--- src/rtl/hdu_bank_scheduler.sv ---
// Bank-conflict-free issue scheduler: captures a batch of up to 8 lane addresses
// and issues them over as many cycles as needed so no two lanes per cycle share a bank.
module hdu_bank_scheduler #(
    parameter int ADDR_W     = 16,
    parameter int Bank_Num_W = 5
) (
    input  logic                  clk,
    input  logic                  rst,
    input  logic [7:0]            in_valid,
    input  logic [8*ADDR_W-1:0]   in_addr,
    output logic                  in_ready,
    output logic [7:0]            out_valid,
    output logic [8*ADDR_W-1:0]   out_addr,
    input  logic                  out_ready,
    output logic [31:0]           conflict_cnt,
    output logic [31:0]           batch_cnt
);

    localparam int LANES = 8;

    logic [7:0]             pending_reg;
    logic [8*ADDR_W-1:0]    addr_reg;
    logic [2:0]             ptr_reg;
    logic [7:0]             out_valid_reg;
    logic [ADDR_W-1:0]      out_addr_reg [LANES];
    logic [31:0]            conflict_cnt_reg;
    logic [31:0]            batch_cnt_reg;

    logic [Bank_Num_W-1:0]  bank [LANES];
    logic [7:0][7:0]        same_bank;
    logic [7:0]             grant;
    logic [7:0]             issue_mask;
    logic [7:0]             pending_next;
    logic                   adv;
    logic                   capture;

    genvar gi, gj;

    // Bank index of each captured lane and the pairwise bank-equality matrix.
    generate
        for (gi = 0; gi < LANES; gi++) begin : g_bank
            assign bank[gi] = addr_reg[gi*ADDR_W +: Bank_Num_W];
        end
        for (gi = 0; gi < LANES; gi++) begin : g_same_row
            for (gj = 0; gj < LANES; gj++) begin : g_same_col
                assign same_bank[gi][gj] = (bank[gi] == bank[gj]);
            end
        end
    endgenerate

    // Scan from ptr; a pending lane is granted unless an earlier-scanned grant owns its bank.
    always_comb begin : grant_scan
        logic [2:0] lane;
        logic [2:0] prev;
        logic       blocked;
        grant   = '0;
        lane    = '0;
        prev    = '0;
        blocked = 1'b0;
        for (int k = 0; k < LANES; k++) begin
            lane    = ptr_reg + 3'(k);
            blocked = 1'b0;
            for (int p = 0; p < k; p++) begin
                prev = ptr_reg + 3'(p);
                if (grant[prev] && same_bank[prev][lane]) begin
                    blocked = 1'b1;
                end
            end
            if (pending_reg[lane] && !blocked) begin
                grant[lane] = 1'b1;
            end
        end
    end

    assign adv          = out_ready || (out_valid_reg == 8'h00);
    assign issue_mask   = adv ? grant : 8'h00;
    assign pending_next = pending_reg & ~issue_mask;
    assign in_ready     = (pending_next == 8'h00);
    assign capture      = in_ready && (|in_valid);

    // A capture reloads pending; the lanes issued on that edge came from the old batch.
    always_ff @(posedge clk) begin
        if (rst) begin
            pending_reg      <= '0;
            addr_reg         <= '0;
            ptr_reg          <= '0;
            out_valid_reg    <= '0;
            conflict_cnt_reg <= '0;
            batch_cnt_reg    <= '0;
        end else begin
            if (adv) begin
                out_valid_reg <= grant;
                if (|grant) begin
                    ptr_reg <= ptr_reg + 3'd1;
                    if (|pending_next) begin
                        conflict_cnt_reg <= conflict_cnt_reg + 32'd1;
                    end
                end
            end
            if (capture) begin
                pending_reg   <= in_valid;
                addr_reg      <= in_addr;
                batch_cnt_reg <= batch_cnt_reg + 32'd1;
            end else begin
                pending_reg <= pending_next;
            end
        end
    end

    // Lanes not granted keep their last issued address.
    generate
        for (gi = 0; gi < LANES; gi++) begin : g_out_addr
            always_ff @(posedge clk) begin
                if (rst) begin
                    out_addr_reg[gi] <= '0;
                end else if (issue_mask[gi]) begin
                    out_addr_reg[gi] <= addr_reg[gi*ADDR_W +: ADDR_W];
                end
            end
            assign out_addr[gi*ADDR_W +: ADDR_W] = out_addr_reg[gi];
        end
    endgenerate

    assign out_valid    = out_valid_reg;
    assign conflict_cnt = conflict_cnt_reg;
    assign batch_cnt    = batch_cnt_reg;

endmodule

--- config.mk ---
export PLATFORM = sky130hd
export DESIGN_NAME = hdu_bank_scheduler
export DESIGN_NICKNAME = d
export VERILOG_FILES = /design/src/rtl/hdu_bank_scheduler.sv
export SDC_FILE = /design/constraint.sdc
export NUM_CORES = 1
export LEC_CHECK = 0
export ABC_AREA = 1
export BUFFER_PORTS_ARGS = -buffer_cell sky130_fd_sc_hd__buf_4
export CAP_MARGIN = 20
export CORE_ASPECT_RATIO = 1.1
export CORE_MARGIN = 10
export CORE_UTILIZATION = 45
export DETAILED_ROUTE_END_ITERATION = 6
export GPL_ROUTABILITY_DRIVEN = 0
export GPL_TIMING_DRIVEN = 1
export PLACE_DENSITY_LB_ADDON = 0.15
export SETUP_SLACK_MARGIN = 0.3
export SLEW_MARGIN = 10
export SYNTH_ARGS = -nofsm -noshare
export SYNTH_HDL_FRONTEND = slang
export SYNTH_SLANG_ARGS = --single-unit
export TNS_END_PERCENT = 5
--- constraint.sdc ---
create_clock -name clk -period 6.15 [get_ports clk]
set_input_delay 0.615 -clock clk [delete_from_list [all_inputs] [get_ports clk]]
set_output_delay 0.615 -clock clk [all_outputs]
set_load 0.05 [all_outputs]
==> impl_metrics.py <==
metrics = {
    "worst_setup_path": {
        "cp-start-kind": "flip-flop",
        "cpPeakStageDelay_ns": 0.48,
        "required_ns": 5.53,
        "path_common_cell": "nand3_2",
        "cp-end-kind": "primary output",
        "crit_buf_inv": 7,
        "arrival_ns": 6.39,
        "path_max_fanout": 36,
        "cpLargestDelayFamily": "simple AND/OR/NAND/NOR gates",
        "path_class": "flip-flop to primary output",
        "cpMaxStageDelayCell": "dfxtp_1",
    },
    "timing": {
        "max_slew.worst_pin.slew_ns": 0.959,
        "fin_crit_sh_pct": 114,
        "max_freq_mhz": 143,
        "fin_worst_skew_ns": 0.0391,
        "hold_viol_final": 0,
        "fin_crit_ns": 7.01,
        "drv_slew": 0,
        "finalWorstSetupSlack_ns": -0.855,
        "max_slew_margin_pct": 34.4,
        "final-setup-viol-count": 203,
        "rsz0062_at_grt": "true",
    },
    "floorplanning": {
        "chipWidth_um": 227,
        "dieArea_um2": 56100,
        "num_rows": 83,
        "start_util_pct": 45.3,
        "io_pins": 340,
        "design.core.area_um2": 46600,
        "dieHeight_um": 247,
    },
    "routing": {
        "via_per_inst": 5.68,
        "highest_layer": "met5",
        "dr.first_iter.drc_count": 3363,
        "vias": 24500,
        "m1WireLength_um": 32100,
        "ant_nets": 0,
        "wl_met2_um": 42200,
        "avgRoutedWirePerCell_um": 20.8,
        "dr.pass1.iters": 7,
        "routed-wl-met3_um": 10200,
        "drcViolationCount": 38,
        "routed_wl_um": 89900,
    },
    "logic_synthesis": {
        "synthCells": 3180,
        "ys_warn_count": 0,
        "yosys.area.top_type": "dfxtp_1",
        "syn_area_per_cell_um2": 6.65,
        "async_reset_ff_share_pct": 0,
        "synth_nets": 3327,
        "synth-main-ff-cell": "dfxtp_1",
        "ys_top_cells_by_area": "dfxtp_1, edfxtp_1, nand2_1",
        "yosysSeqAreaShare_pct": 38.2,
        "netlist_area_um2": 21100,
        "yosys.area.top_type_share_pct": 20.0,
        "synth.distinct_cells": 50,
        "ys_ff_latch": 339,
        "synth_edf_count": 128,
    },
    "global_routing": {
        "grt_overflow": 0,
        "first_global_vias": 23100,
        "grt_max_degree": 117,
        "grt_usage_pct": 29.2,
        "antenna_found_initial": 4,
        "grt_pass1_wl_um": 129000,
    },
    "placed_design": {
        "place_hpwl_um": 59800,
        "dp.cells": 4109,
        "numPortBuffers": 339,
    },
    "cells_and_area": {
        "fin_util_pct": 65.6,
        "fillCellCount": 3841,
        "nets": 3835,
        "drive_gt1_share_pct": 33.6,
        "fin_cells": 4313,
        "syn2layout_area_growth_pct": 44.6,
    },
    "cts": {
        "h-tree-depth": 2,
        "clk_latency_ns": 0.58,
        "cts.sinks": 339,
        "cts_buffers": 37,
        "clock_path_buffers": 3,
        "clk_pin_slew_ns": 0.07,
        "tritoncts": "yes",
        "clockRootBuffer": "clkbuf_16",
    },
    "flow_run": {
        "drv_cap": 0,
    },
    "outcome": {
        "violations": "design-rule violations, negative setup slack",
        "status": "finished, violations left",
    },
    "worst_hold_path": {
        "min_path_type": "input pin to flip-flop",
    },
}
synthesized netlist by cell type (4+ instances only):
| cell | number |
|---|---|
| a2111oi_0 | 4 |
| a211oi_1 | 7 |
| a21oi_1 | 104 |
| a31oi_1 | 21 |
| and2_1 | 8 |
| buf_1 | 8 |
| buf_2 | 47 |
| buf_4 | 52 |
| buf_6 | 14 |
| clkbuf_1 | 63 |
| clkinv_1 | 9 |
| dfxtp_1 | 211 |
| edfxtp_1 | 128 |
| ha_1 | 8 |
| inv_1 | 185 |
| inv_2 | 47 |
| inv_4 | 6 |
| mux2i_1 | 8 |
| nand2_1 | 974 |
| nand2_2 | 6 |
| nand3_1 | 306 |
| nand3_2 | 10 |
| nand3_4 | 4 |
| nand4_1 | 54 |
| nor2_1 | 591 |
| nor2_4 | 4 |
| nor3_1 | 33 |
| nor4_1 | 23 |
| o211ai_1 | 6 |
| o21ai_0 | 60 |
| o21ai_1 | 27 |
| o22ai_1 | 12 |
| xnor2_1 | 38 |
| xor2_1 | 81 |
cells by family (layout without fill, tap and decap cells):
| kind of cell | count (synthesis) | in the layout | share of synthesized area (%) |
|---|---|---|---|
| AO/OA/AOI/OAI | 252 | 252 | 6.60 |
| flip-flops | 339 | 339 | 38.2 |
| multiplexers | 8 | 8 | 0.379 |
| AND/OR/NAND/NOR | 2022 | 2024 | 40.0 |
| XOR/XNOR | 119 | 119 | 4.93 |
| other | 0 | 1 | 0 |
| buffers and inverters | 432 | 967 | 9.46 |
| adder cells (fa/ha/maj) | 8 | 8 | 0.473 |
metrics by stage:
| step | setup TNS (ns) | hold WS, ns | instance area, µm² | setup slack (ns) |
|---|---|---|---|---|
| 4_1_cts | -0.322 | 0.237 | 28400 | -0.322 |
| 3_3_place_gp | 0 | 0.478 | 25100 | 0.0111 |
| 3_5_place_dp | -26.71 | 0.486 | 25100 | -0.241 |
| 6_report | -124.31 | 0.250 | 30600 | -0.855 |
| 5_1_grt | -200.29 | 0.252 | 30600 | -1.13 |
| 2_1_floorplan | -0.0392 | 0.495 | 21300 | -0.0392 |
worst register-to-register path: cells and delay by family, from the launching register on:
family / cells / cell delay (ns)
AO/OA/AOI/OAI: 2 / 0.59
adder cells (fa/ha/maj): 1 / 0.38
buffers and inverters: 13 / 1.74
flip-flops: 1 / 0.48
AND/OR/NAND/NOR: 30 / 3.58
routing by layer:
layer  vias to the layer above  GRT usage (%)
met1                     11200           34.0
li1                      11200              -
met5                         -              0
met3                       480           7.96
met2                      1525           48.7
met4                         6           14.7
area by class of cell:
class	instances	area, µm²	area share [%]
Multi-Input combinational cell	2411	13300	43.6
Tap cell	595	744	2.44
Sequential cell	339	8130	26.6
Antenna cell	1	2.50	0.00819
Clock buffer	50	1090	3.56
Timing Repair Buffer	652	6070	19.9
Inverter	247	1010	3.29
Clock inverter	18	208	0.679
worst paths after layout:
path / from / end / slack, ns / cells past startpoint
worst max-delay path: ptr_reg[2] / in_ready / -0.86 / 38
worst min-delay path: in_addr[100] / addr_reg[100] / 0.25 / 3
worst max register to register: ptr_reg[2] / addr_reg[44] / -0.78 / 46
worst min register to register: out_valid[0] / out_valid[0] / 0.50 / 2
cells in the final DEF (no fill, tap or decap), types with 29 or more instances in the layout:
cell type    n
o21ai_1     29
nand2_2     90
a21oi_1     77
nand3_4     59
nand3_2    132
buf_4      533
nand2_1    863
buf_6       46
nor3_1      32
o21ai_0     52
xor2_1      81
nor2_2      72
xnor2_1     33
nand4_1     54
edfxtp_1   128
inv_1      178
nand3_1    130
clkbuf_16   53
dfxtp_1    182
inv_2       43
nor2_1     516
buf_12      38
timing repair:
action / CTS / global route
hold buffers: 0 / 0
resized for setup: 376 / 308
setup buffers: 57 / 55
endpoints found under the setup margin: 256 / 467
gates cloned: 8 / 15
pin swaps: 165 / 168
endpoints found under the hold margin: 0 / 0
Power is not shown: default switching activity piles up to over one toggle a cycle in this logic, so the estimate is an artifact.
